--- config.mk ---
export PLATFORM = sky130hd
export DESIGN_NAME = decode_stage
export DESIGN_NICKNAME = d
export VERILOG_FILES = /design/src/rtl/decode_stage.sv
export SDC_FILE = /design/constraint.sdc
export NUM_CORES = 1
export LEC_CHECK = 0
export ABC_AREA = 1
export BUFFER_PORTS_ARGS = -buffer_cell sky130_fd_sc_hd__buf_2
export CORE_MARGIN = 3
export CORE_UTILIZATION = 45
export CTS_CLUSTER_SIZE = 28
export DETAILED_ROUTE_END_ITERATION = 8
export PLACE_DENSITY = 0.74
export SLEW_MARGIN = 20
export SYNTH_ARGS = -nofsm -noshare
export SYNTH_HDL_FRONTEND = slang
export SYNTH_SLANG_ARGS = --single-unit
--- constraint.sdc ---
create_clock -name Clk -period 3 [get_ports Clk]
set_input_delay 0.6 -clock Clk [delete_from_list [all_inputs] [get_ports Clk]]
set_output_delay 0.6 -clock Clk [all_outputs]
set_load 0.01 [all_outputs]
--- src/rtl/decode_stage.sv ---
// Registered instruction decode stage for the 9-bit core with a sticky halt state.
// Define DECODE_HAZARD_EN to build in load-use stall insertion (LU_STALL bubbles).
module decode_stage #(
  parameter int JW       = 8,
  parameter int LU_STALL = 1
) (
  input  logic          Clk,
  input  logic          Reset,
  input  logic          in_valid,
  output logic          in_ready,
  input  logic [8:0]    mach_code,
  output logic          out_valid,
  input  logic          out_ready,
  output logic [2:0]    Aluop,
  output logic [2:0]    Ra,
  output logic [2:0]    Rb,
  output logic [2:0]    Wd,
  output logic          WenR,
  output logic          WenD,
  output logic          Ldr,
  output logic          Str,
  output logic          Jump,
  output logic          Halt,
  output logic [JW-1:0] Jptr,
  output logic          halted
);

  localparam logic [0:0] ST_RUN    = 1'b0;
  localparam logic [0:0] ST_HALTED = 1'b1;

  logic [2:0]    op;
  logic [2:0]    dec_aluop, dec_ra, dec_rb, dec_wd;
  logic          dec_wenr, dec_wend, dec_ldr, dec_str, dec_jump, dec_halt;
  logic [JW-1:0] dec_jptr;

  logic          accept;
  logic          stall;

  logic [0:0]    state_q, state_d;
  logic          out_valid_q, out_valid_d;
  logic [2:0]    aluop_q, aluop_d, ra_q, ra_d, rb_q, rb_d, wd_q, wd_d;
  logic          wenr_q, wenr_d, wend_q, wend_d, ldr_q, ldr_d;
  logic          str_q, str_d, jump_q, jump_d, halt_q, halt_d;
  logic [JW-1:0] jptr_q, jptr_d;

  assign op = mach_code[8:6];

  always_comb begin
    dec_aluop = '0;
    dec_ra    = '0;
    dec_rb    = '0;
    dec_wd    = '0;
    dec_wenr  = 1'b0;
    dec_wend  = 1'b0;
    dec_ldr   = 1'b0;
    dec_str   = 1'b0;
    dec_jump  = 1'b0;
    dec_halt  = 1'b0;
    dec_jptr  = '0;
    case (op)
      3'b000, 3'b001, 3'b010, 3'b011, 3'b100: begin
        dec_aluop = op;
        dec_ra    = mach_code[5:3];
        dec_wd    = mach_code[5:3];
        dec_rb    = mach_code[2:0];
        dec_wenr  = 1'b1;
      end
      3'b101: begin
        dec_wd   = mach_code[5:3];
        dec_rb   = mach_code[2:0];
        dec_ldr  = 1'b1;
        dec_wenr = 1'b1;
      end
      3'b110: begin
        dec_ra   = mach_code[5:3];
        dec_rb   = mach_code[2:0];
        dec_str  = 1'b1;
        dec_wend = 1'b1;
      end
      default: begin
        // 9'h1FF has bit 5 set, so HALT never collides with the jump encoding
        if (mach_code == 9'h1FF) begin
          dec_halt = 1'b1;
        end else if (!mach_code[5]) begin
          dec_jump      = 1'b1;
          dec_jptr[4:0] = mach_code[4:0];
        end
      end
    endcase
  end

  assign in_ready = Reset && (state_q == ST_RUN) && (!out_valid_q || out_ready) && !stall;
  assign accept   = in_valid && in_ready;

`ifdef DECODE_HAZARD_EN
  logic [1:0] cnt_q, cnt_d;
  logic [2:0] ld_reg_q, ld_reg_d;
  logic       rd_a, rd_b;

  // Only the most recently accepted LDR is tracked; any other accept clears it.
  always_comb begin
    rd_a  = (op <= 3'b100) || (op == 3'b110);
    rd_b  = (op != 3'b111);
    stall = (cnt_q != 2'd0) &&
            ((rd_a && (mach_code[5:3] == ld_reg_q)) ||
             (rd_b && (mach_code[2:0] == ld_reg_q)));
    cnt_d    = cnt_q;
    ld_reg_d = ld_reg_q;
    if (accept) begin
      if (dec_ldr) begin
        cnt_d    = 2'(LU_STALL);
        ld_reg_d = dec_wd;
      end else begin
        cnt_d = 2'd0;
      end
    end else if (cnt_q != 2'd0) begin
      cnt_d = cnt_q - 2'd1;
    end
  end

  always_ff @(posedge Clk) begin
    if (!Reset) begin
      cnt_q    <= 2'd0;
      ld_reg_q <= 3'd0;
    end else begin
      cnt_q    <= cnt_d;
      ld_reg_q <= ld_reg_d;
    end
  end
`else
  assign stall = 1'b0;
`endif

  always_comb begin
    state_d     = state_q;
    out_valid_d = out_valid_q;
    aluop_d     = aluop_q;
    ra_d        = ra_q;
    rb_d        = rb_q;
    wd_d        = wd_q;
    wenr_d      = wenr_q;
    wend_d      = wend_q;
    ldr_d       = ldr_q;
    str_d       = str_q;
    jump_d      = jump_q;
    halt_d      = halt_q;
    jptr_d      = jptr_q;
    if (accept) begin
      out_valid_d = 1'b1;
      aluop_d     = dec_aluop;
      ra_d        = dec_ra;
      rb_d        = dec_rb;
      wd_d        = dec_wd;
      wenr_d      = dec_wenr;
      wend_d      = dec_wend;
      ldr_d       = dec_ldr;
      str_d       = dec_str;
      jump_d      = dec_jump;
      halt_d      = dec_halt;
      jptr_d      = dec_jptr;
      if (dec_halt) state_d = ST_HALTED;
    end else if (out_ready) begin
      // Drained with nothing new: present an all-zero bubble.
      out_valid_d = 1'b0;
      aluop_d     = '0;
      ra_d        = '0;
      rb_d        = '0;
      wd_d        = '0;
      wenr_d      = 1'b0;
      wend_d      = 1'b0;
      ldr_d       = 1'b0;
      str_d       = 1'b0;
      jump_d      = 1'b0;
      halt_d      = 1'b0;
      jptr_d      = '0;
    end
  end

  always_ff @(posedge Clk) begin
    if (!Reset) begin
      state_q     <= ST_RUN;
      out_valid_q <= 1'b0;
      aluop_q     <= '0;
      ra_q        <= '0;
      rb_q        <= '0;
      wd_q        <= '0;
      wenr_q      <= 1'b0;
      wend_q      <= 1'b0;
      ldr_q       <= 1'b0;
      str_q       <= 1'b0;
      jump_q      <= 1'b0;
      halt_q      <= 1'b0;
      jptr_q      <= '0;
    end else begin
      state_q     <= state_d;
      out_valid_q <= out_valid_d;
      aluop_q     <= aluop_d;
      ra_q        <= ra_d;
      rb_q        <= rb_d;
      wd_q        <= wd_d;
      wenr_q      <= wenr_d;
      wend_q      <= wend_d;
      ldr_q       <= ldr_d;
      str_q       <= str_d;
      jump_q      <= jump_d;
      halt_q      <= halt_d;
      jptr_q      <= jptr_d;
    end
  end

  assign out_valid = out_valid_q;
  assign Aluop     = aluop_q;
  assign Ra        = ra_q;
  assign Rb        = rb_q;
  assign Wd        = wd_q;
  assign WenR      = wenr_q;
  assign WenD      = wend_q;
  assign Ldr       = ldr_q;
  assign Str       = str_q;
  assign Jump      = jump_q;
  assign Halt      = halt_q;
  assign Jptr      = jptr_q;
  assign halted    = (state_q == ST_HALTED);

endmodule

Yosys cells after proc, flatten, opt, wreduce, memory -nomap -nowiden
Index checks and enable logic that the tools add are counted. W data, S select, Z words.

Reduce and logical (&&, ||, !) cells: 12. Mux-type cells: 29. Bitwise operators: 1. Equality and inequality tests: 7.

Operators by type and width (count): $mux W3 (9); $mux W5 (5); $mux W1 (15); $reduce_or A6 Y1 (2); $eq A3 B3 Y1 const B (3); $eq A9 B9 Y1 const B (1); $reduce_or A7 Y1 (1); $eq A3 B2 Y1 const B (2); $reduce_or A5 Y1 (1); $eq A3 B1 Y1 const B (1); $logic_and A1 B1 Y1 (3); $logic_not A3 Y1 (1); $reduce_and A2 Y1 (1); $reduce_bool A2 Y1 (1); $logic_not A1 Y1 (1); $logic_or A1 B1 Y1 (1); $not A1 Y1 (1).

Logic and storage cells: 61. Bits of input ports: 13. Register bits: 24. Output and inout bits: 29.

Depth between registers and ports, before layout
Gate-level depths: netlist (run 1).

Word-level depth: 5. Mapped depth: 7. Depth with buffers taken out: 6.

Worst setup path before layout (run 1)
OpenSTA, ideal clock, no wires.

Path kind: in2out. From: in Reset. To: out in_ready. Arrival time: 0.930 ns. Data required time: 2.400 ns. Stages: 4. Setup slack: 1.470 ns. Buffers on the path: 0. Cells stage by stage: inv_2 -> nor2_4 -> nand2_4 -> inv_1.

Longest elaborated chain between the ends: 2.

Ends and longest elaborated chain: start: declaration (RTL line 8) `input logic Reset,`; $logic_and A1 B1 Y1 (2 in a row) (RTL line 92) `assign in_ready = Reset && (state_q == ST_RUN) && (!out_valid_q || out_ready) && !stall;`; end: declaration (RTL line 10) `output logic in_ready,`.

No other way between the ends.

Worst setup path after layout (run 1)
Ends and elaborated chain as after synthesis.

==> results of run 1 <==
## through the flow
stage | setup WS [ns] | total power, mW
after floorplan | 1.47 | 0.394
after global placement | 0.986 | 0.412
after detailed placement | 0.932 | 0.414
after CTS | 0.946 | 0.584
after global routing | 0.887 | 0.598
final | 0.945 | 0.576
## flip-flops by register name, summed over array words and instances (netlist names)
register   count
Jptr           5
Aluop          3
Ra             3
Rb             3
Wd             3
Halt           1
Jump           1
Ldr            1
Str            1
WenR           1
halted         1
out_valid      1
## layer usage
layer  part of all wire  GRT usage  up-vias
met2               0.48      0.269       29
met4             0.0075     0.0508        0
li1                   -          -      526
met3              0.054     0.0253        2
met1               0.45      0.193      488
met5                  0          0        -
## critical path, delay by kind of cell
kind                   cells  cell delay [ns]
AND/OR/NAND/NOR            2             0.19
buffers and inverters      4             0.66
## how the worst max path moves through the flow
stage	slack [ns]	to	cells past startpoint	start
after floorplan	1.47	in_ready	4	Reset
after global placement	0.99	in_ready	6	Reset
after detailed placement	0.93	Halt	7	Reset
after CTS	0.95	in_ready	6	Reset
after global routing	0.89	in_ready	6	out_ready
final	0.95	in_ready	6	Reset
## layout make-up
class                           count  area, µm²  area share
Clock buffer                        4       36.3      0.0273
Multi-Input combinational cell     98        552       0.414
Timing Repair Buffer               38        190       0.143
Inverter                           10       37.5      0.0282
Tap cell                           28       35.0      0.0263
Sequential cell                    24        480       0.361
## kinds of logic (layout without fill, tap and decap cells)
family,Yosys count,in the layout,share of synthesized area
flops,24,24,0.421
simple gates,71,71,0.335
compound gates,24,24,0.138
buf+inv,21,52,0.103
other cells,1,3,0.00328
## placed cells by master, fill, tap and decap left out, types with 2 or more instances in the layout
| cell type | netlist | layout |
|---|---|---|
| inv_1 | 8 | 8 |
| inv_2 | 2 | 2 |
| buf_2 | 0 | 38 |
| a21oi_1 | 14 | 14 |
| nand2_2 | 9 | 9 |
| nor2_1 | 8 | 8 |
| dfxtp_1 | 24 | 24 |
| nand2_1 | 14 | 14 |
| a21oi_2 | 10 | 10 |
| nand3_1 | 30 | 30 |
| nor3_1 | 3 | 3 |
| clkbuf_4 | 0 | 3 |
| conb_1 | 1 | 3 |
| nand3_2 | 3 | 3 |
## report_power, final
group / switching (mW) / internal [mW] / total [mW]
sequential: 0.00330 / 0.326 / 0.329
clock: 0.0951 / 0.0740 / 0.169
combinational: 0.0549 / 0.0234 / 0.0783
==> run metrics, run 1 <==
status finished, final reports clean; post-synthesis sequential area ratio 0.421; worst path required time 2.40 ns; Arrival @ worst endpoint 1.45 ns; Hold Startpoint Rb[1]; CP Launch Type input port; Synth Area per Inst 8.10 µm²; number of fill cells roughly 230; R2R cell count 5; grt total ovfl 0; setup TNS 0 ns; reg2reg start halted; top post-synthesis cells by area dfxtp_1 42%, nand3_1 13%, a21oi_2 7.7%; CP max FO 25; #FFs+latches synth 24; top_reg_cell synth dfxtp_1; final instance area roughly 0.0013 mm²; Endpoint, Worst Hold Rb[1]; top cells by count, synth 30 x nand3_1, 24 x dfxtp_1, 14 x a21oi_1, 14 x nand2_1, 10 x a21oi_2; core area approximately 0.0023 mm²; FP Rows 17; Slew HR 0.641; area grow syn2layout 16.5%; chip height 56.4 µm; utilization after layout 0.574; initial antenna violation count 0; Crit Path Class input port to primary output; GRT Overall Usage 0.155; reg2reg end Halt; worst hold stages 2; fin crit period 2.05 ns; Netlist Area Pre-Place 0.00114 mm²; Cells after Synth 141; worst hold path class flip-flop to flip-flop; RSZ-0062 raised after global routing false; Clk Latency, worst-skew pair approximately 0.31 ns; first-pass GRT wire length 4020 µm; Peak supply drop 287 µV; CTS Buffer Depth 2; number of synthesized flops with an enable pin 0; yosys warns 0; Top-Level Pins 42; max-cap violations 0; Synth cell types 19; share of the synthesized area in the top cell type 0.421; TritonCTS buffer count 3; reg-to-reg setup timing slack 1.45 ns; Routed WL per cell 12.6 µm; routability cong. 0.850; Antenna Nets Post-Route 0; CTS resizes 0; count leader, synth nand3_1; final std cells w/o fill approximately 200; vias in the first global route 929; Critical Path, Cell by Cell buf_2 > inv_2 > nor2_4 > nand2_4 > inv_1 > buf_2; # hold bufs at CTS 0; drt total wl 2540 µm; leading area contributor after synthesis dfxtp_1; Layout Nets 188; placed cell area 0.00129 mm²; routed via count 1045; CTS tree yes; final hold vios 0; Die X 56.4 µm; die area 0.00318 mm²; Detailed Route Iter0 Violations 12; routed vias/inst 5.17; fin crit share 0.685; most frequent CP cell buf_2; root buffer cell clkbuf_4; CP max stage cell inv_2; Final Skew 0.00868 ns; Reg clk slew, reported paths 0.12 ns; I/O Buffers 38; Hold WS 0.495 ns; Initial Util 0.493; Setup crit end kind primary output; largest net degree at the start of global routing 26; Final Max Slew Viols 0; FFs w/ async S/R, synth 0; H-tree levels 1; Leak 0.586 nW; CP peak stage delay 0.39 ns; diodes inserted 0; DP Wirelength 1840 µm; placed insts 198; number of iterations in the first detailed-routing pass 4; Post-CTS Setup Inserts 0; Peak Freq between 400 and 500 MHz; clock sinks 24; pwr dens around 430 mW/mm²; share of cells above drive strength 1 0.402; DR DRC count 0; final setup fails 0; worst slew pin tran 0.538 ns
Power figures use the tool's default switching activity.
==> run 2: changes to the inputs <==
CORE_UTILIZATION = 43   (was 45)
clock period = 1.8 ns   (was 3 ns; I/O delays follow)
==> run 2 against run 1 <==
Against the previous run: final cell count rose by 2.0%; utilization fell by 3.7 points; largest power group unchanged; cell area rose by 0.85%; first-iteration DRC count rose by 92%; critical endpoint unchanged; clock skew fell by 0.0065 ns; routed wire length fell by 0.35%.
==> run metrics, run 2 (synthesis gave the netlist of run 1 again) <==
Clk Latency, worst-skew pair 0.31 ns (about the same); CTS tree yes; Top-Level Pins 42 (unchanged); worst path required time 1.44 ns (-0.96 ns); max FFs per register 5 (unchanged); Detailed Route Iter0 Violations 23 (+11); # hold bufs at CTS 0 (unchanged); Final Max Slew Viols 0 (unchanged); cell depth of the worst setup path 4 (-2); H-tree levels 1 (unchanged); CTS Buffer Depth 2 (unchanged); R2R cell count 5 (unchanged); diodes inserted 0 (unchanged); Antenna Nets Post-Route 0 (unchanged); commonest non-fill, non-tap cell in the layout buf_2; DR DRC count 0 (unchanged); first-pass GRT wire length 4400 µm (+9.3%); chip height 57.5 µm (+2.0%); worst hold path class input port to flip-flop; FP Rows 18 (+1); die area 0.00331 mm² (+4.1%); GRT Overall Usage 0.166 (+0.0110); Leak 0.592 nW (+1.2%); utilization after layout 0.537 (-0.0372); area grow syn2layout 17.5%; Critical Path, Cell by Cell nor2_4 > nand2_4 > inv_1 > buf_2; fin crit period 1.44 ns; Crit path max-delay family flip-flops; max-cap violations 0 (unchanged); pwr dens 682 mW/mm² (+57%); share of cells above drive strength 1 0.409 (+0.00679); Final Skew 0.00214 ns (-0.00654 ns); grt total ovfl 0 (unchanged); Setup crit end kind primary output; CP max stage cell dfxtp_1; CP peak stage delay 0.37 ns (-0.02 ns); setup TNS 0 ns (unchanged); number of fill cells 259 (+12%); CP max FO 3 (-88%); Peak Freq 694 MHz; Arrival @ worst endpoint 1.08 ns (-0.37 ns); routability cong. 0.808 (-5.0%); clock sinks 24 (unchanged); Peak supply drop 394 µV (+37%); worst hold stages 3 (+1); number of iterations in the first detailed-routing pass 4 (unchanged); Buffers & Inverters on Critical Path 2 (-2); Post-CTS Setup Inserts 0 (unchanged); Routed WL per cell 12.3 µm (-2.3%); CTS resizes 0 (unchanged); Crit Path Class flip-flop to primary output; worst setup margin 0.359 ns (-0.586 ns); Layout Nets 191 (+1.6%); drt total wl 2530 µm (-0.35%); routed via count 1040 (-0.48%); DP Wirelength 1910 µm (+3.8%); CP Launch Type flip-flop; vias in the first global route 1039 (+12%); root buffer cell clkbuf_4; I/O Buffers 38 (unchanged); final hold vios 0 (unchanged); RSZ-0062 raised after global routing false; Place WS 0.323 ns (-0.609 ns); initial antenna violation count 0 (unchanged); Initial Util 0.457 (-0.0358); Die X 57.5 µm (+2.0%); status finished, final reports clean; Reg clk slew, reported paths 0.12 ns (about the same); largest net degree at the start of global routing 25 (-3.8%); TritonCTS buffer count 3 (unchanged); core area 0.00250 mm² (+7.8%); fin crit share 0.800; routed vias/inst 5.05 (-2.4%); final setup fails 0 (unchanged); commonest cells after routing, fill and taps aside 38 x buf_2, 30 x nand3_1, 24 x dfxtp_1
-- run 2: final timing paths --
| check | from | to | slack, ns |
|---|---|---|---|
| max | halted | in_ready | 0.36 |
| min | mach_code[7] | Aluop[1] | 0.33 |
| max reg2reg | halted | Jptr[4] | 0.42 |
| min reg2reg | Rb[1] | Rb[1] | 0.49 |
-- run 2: layout make-up --
class / instances / area [µm²] / share of cell area
clock buffer: 3 / 22.5 / 0.0168
inverter: 10 / 37.5 / 0.0280
multi-input combinational: 98 / 552 / 0.411
sequential: 24 / 480 / 0.358
tap: 30 / 37.5 / 0.0280
timing repair buffer: 41 / 213 / 0.158
-- run 2: stage by stage --
| stage | hold WS (ns) | power, mW | cells | cell area, µm² |
|---|---|---|---|---|
| after global routing | 0.336 | 0.958 | 206 | 1340 |
| after floorplan | 0.504 | 0.657 | 143 | 1150 |
| after detailed placement | 0.471 | 0.695 | 203 | 1320 |
| after CTS | 0.321 | 0.916 | 206 | 1340 |
| after global placement | 0.475 | 0.691 | 203 | 1320 |
| final | 0.330 | 0.915 | 206 | 1340 |
-- run 2: tightest hold or removal path: cells and delay by family --
family                 cells  cell delay (ns)
AO/OA/AOI/OAI              1             0.04
buffers and inverters      1             0.13
AND/OR/NAND/NOR            1             0.08
-- run 2: layer usage --
metal | GRT usage | up-vias | routed length, µm
met5 | 0 | - | 0
met4 | 0.0795 | 0 | 46
met3 | 0.0226 | 5 | 113
met2 | 0.287 | 28 | 1270
met1 | 0.200 | 473 | 1100
li1 | - | 534 | -
-- run 2: power breakdown --
part           leakage, nW  total (mW)  switching (mW)  internal, mW
combinational        0.384       0.136          0.0918        0.0437
sequential           0.194       0.548         0.00562         0.542
clock               0.0138       0.231           0.153        0.0782
total                0.592       0.915           0.251         0.664
==> run 3: changes to the inputs <==
ABC_AREA = 0   (was 1)
clock period = 1.3 ns   (was 1.8 ns; I/O delays follow)
==> run 3 against run 2 <==
Against the previous run: the run now ends with setup timing left; routed wire length up 3.0%; highest routed layer unchanged; critical path type unchanged; final cell count shrank 4.9%; register-to-register slack got worse by 0.54 ns.
==> run metrics, run 3 <==
diodes inserted 0 (unchanged); chip height 56.5 µm (-1.7%); Clk Latency, worst-skew pair 0.32 ns (about the same); count leader, synth dfxtp_1; commonest cells after routing, fill and taps aside 38 x buf_2, 23 x dfxtp_1, 19 x nand2_1; worst hold path class input port to flip-flop; Leak 0.765 nW (+29%); Synth cell types 25 (+6); clock sinks 24 (unchanged); commonest non-fill, non-tap cell in the layout buf_2; DP Wirelength 1930 µm (+1.2%); final total power 1.55 mW (+69%); Top-Level Pins 42 (unchanged); Crit Path Class flip-flop to primary output; DR DRC count 0 (unchanged); Setup crit end kind primary output; Netlist Area Pre-Place 0.00110 mm² (-3.8%); core area 0.00232 mm² (-7.3%); top post-synthesis cells by area dfxtp_1 44%, mux2i_1 11%, nand3b_1 8.2%; Peak supply drop 746 µV (+89%); post-synthesis sequential area ratio 0.437 (+0.0168); Layout Nets 182 (-4.7%); Reg clk slew, reported paths 0.14 ns (+0.02 ns); final setup fails 17 (+17); Routed WL per cell 13.3 µm (+8.3%); Synth Area per Inst 9.08 µm² (+12%); routed vias/inst 5.09 (+0.86%); top_reg_cell synth dfxtp_1; setup TNS -1.11 ns (-1.11 ns); root buffer cell clkbuf_4; number of iterations in the first detailed-routing pass 4 (unchanged); status finished, violations left; final instance area 0.00145 mm² (+7.6%); Peak Freq 698 MHz; first-pass GRT wire length 4330 µm (-1.6%); Die X 56.5 µm (-1.7%); FFs w/ async S/R, synth 0 (unchanged); vias in the first global route 979 (-5.8%); die area 0.00320 mm² (-3.4%); Antenna Nets Post-Route 0 (unchanged); number of synthesized flops with an enable pin 0 (unchanged); worst setup margin -0.133 ns (-0.493 ns); #FFs+latches synth 24 (unchanged); final hold vios 0 (unchanged); max FFs per register 5 (unchanged); TritonCTS buffer count 3 (unchanged); area grow syn2layout 31.5%; Arrival @ worst endpoint 1.17 ns (+0.09 ns); yosys warns 0 (unchanged); Final Skew 0.00999 ns (+0.00785 ns); I/O Buffers 38 (unchanged); CTS Buffer Depth 2 (unchanged); RSZ-0062 raised after global routing true; CP Launch Type flip-flop; Cells after Synth 121 (-14%); top cells by count, synth 24 x dfxtp_1, 19 x nand2_1, 12 x mux2i_1, 12 x nand3b_1, 9 x nand3_1; share of the synthesized area in the top cell type 0.437 (+0.0168); fin crit share 1.10; drt total wl 2600 µm (+3.0%); leading area contributor after synthesis dfxtp_1; routed via count 998 (-4.0%); CP max FO 2 (-1); pwr dens 1070 mW/mm² (+57%); initial antenna violation count 0 (unchanged); fin crit period between 1 and 1.5 ns; H-tree levels 1 (unchanged); Detailed Route Iter0 Violations 13 (-43%); GRT Overall Usage 0.167 (+0.000931); placed cell area 0.00132 mm² (+0.19%); number of fill cells 205 (-21%); Initial Util 0.474 (+0.0169); CTS tree yes; largest net degree at the start of global routing 17 (-32%); routability cong. 0.770 (-4.7%); share of cells above drive strength 1 0.387 (-0.0222); grt total ovfl 0 (unchanged); worst path required time 1.04 ns (-0.40 ns); failing checks setup timing; # hold bufs at CTS 0 (unchanged); max-cap violations 0 (unchanged); Final Max Slew Viols 0 (unchanged); FP Rows 17 (-1)
## run 3: cell types whose count changed after synthesis, moves of 4 or more
cell / change
nand2_2: -9
nand3b_1: +12
nand2_1: +5
mux2i_1: +12
a21oi_1: -14
buf_1: -4
nand3_1: -21
a21oi_2: -10
clkbuf_1: +4
o21ai_0: +5
## run 3: timing repair
item                                    4_1_cts  5_1_grt
cloned                                        0        1
setup buffers                                 2        3
endpoints found under the hold margin         0        0
endpoints found under the setup margin        1       22
gates resized for setup                       2        5
pin swaps                                     0        1
## run 3: final cells by class
type	instances	area (µm²)	share of cell area
well taps	28	35.0	0.0242
clock buffers	3	22.5	0.0156
multi-input cells	85	562	0.389
repair buffers	50	295	0.204
clock inverters	1	30.0	0.0208
inverters	5	18.8	0.0130
flip-flops and latches	24	482	0.333
## run 3: final timing paths
path | slack (ns) | depth (start not counted) | start | to
worst max-delay path | -0.13 | 4 | out_valid | in_ready
worst min-delay path | 0.20 | 3 | mach_code[1] | Rb[1]
worst max register to register | -0.12 | 5 | out_valid | WenR
worst min register to register | 0.47 | 2 | Jump | Jump
## run 3: metal layers
layer  part of all wire  wire (µm)  GRT usage
met3              0.068        177     0.0483
met5                  0          0          0
met4             0.0050         13     0.0407
met1               0.43       1120      0.206
met2               0.50       1290      0.282
## run 3: metrics by stage
stage | utilization | hold slack, ns | instances | setup slack [ns]
after global placement | 0.570 | 0.433 | 186 | 0.0526
after global routing | 0.623 | 0.194 | 196 | -0.197
final | 0.623 | 0.196 | 196 | -0.133
after floorplan | - | 0.399 | 123 | 0.0416
after detailed placement | 0.570 | 0.460 | 186 | 0.0205
after CTS | 0.602 | 0.187 | 192 | -0.131
## run 3: report_power, final
group          switching, mW  internal, mW  total [mW]
Combinational          0.120         0.104       0.225
Clock                  0.239         0.312       0.551
Sequential            0.0126         0.761       0.774
Total                  0.372          1.18        1.55
## run 3: cell families after synthesis
logic type      count (synthesis)  synth area share
compound gates                  8            0.0513
buf+inv                        15            0.0729
flops                          24             0.437
other cells                     1           0.00341
mux                            15             0.140
simple gates                   58             0.295
## run 3: critical path: stages (launching register included)
cell	delay, ns
dfxtp_2	0.36
or2b_4	0.26
nand2_1	0.06
nor2_1	0.03
buf_2	0.14
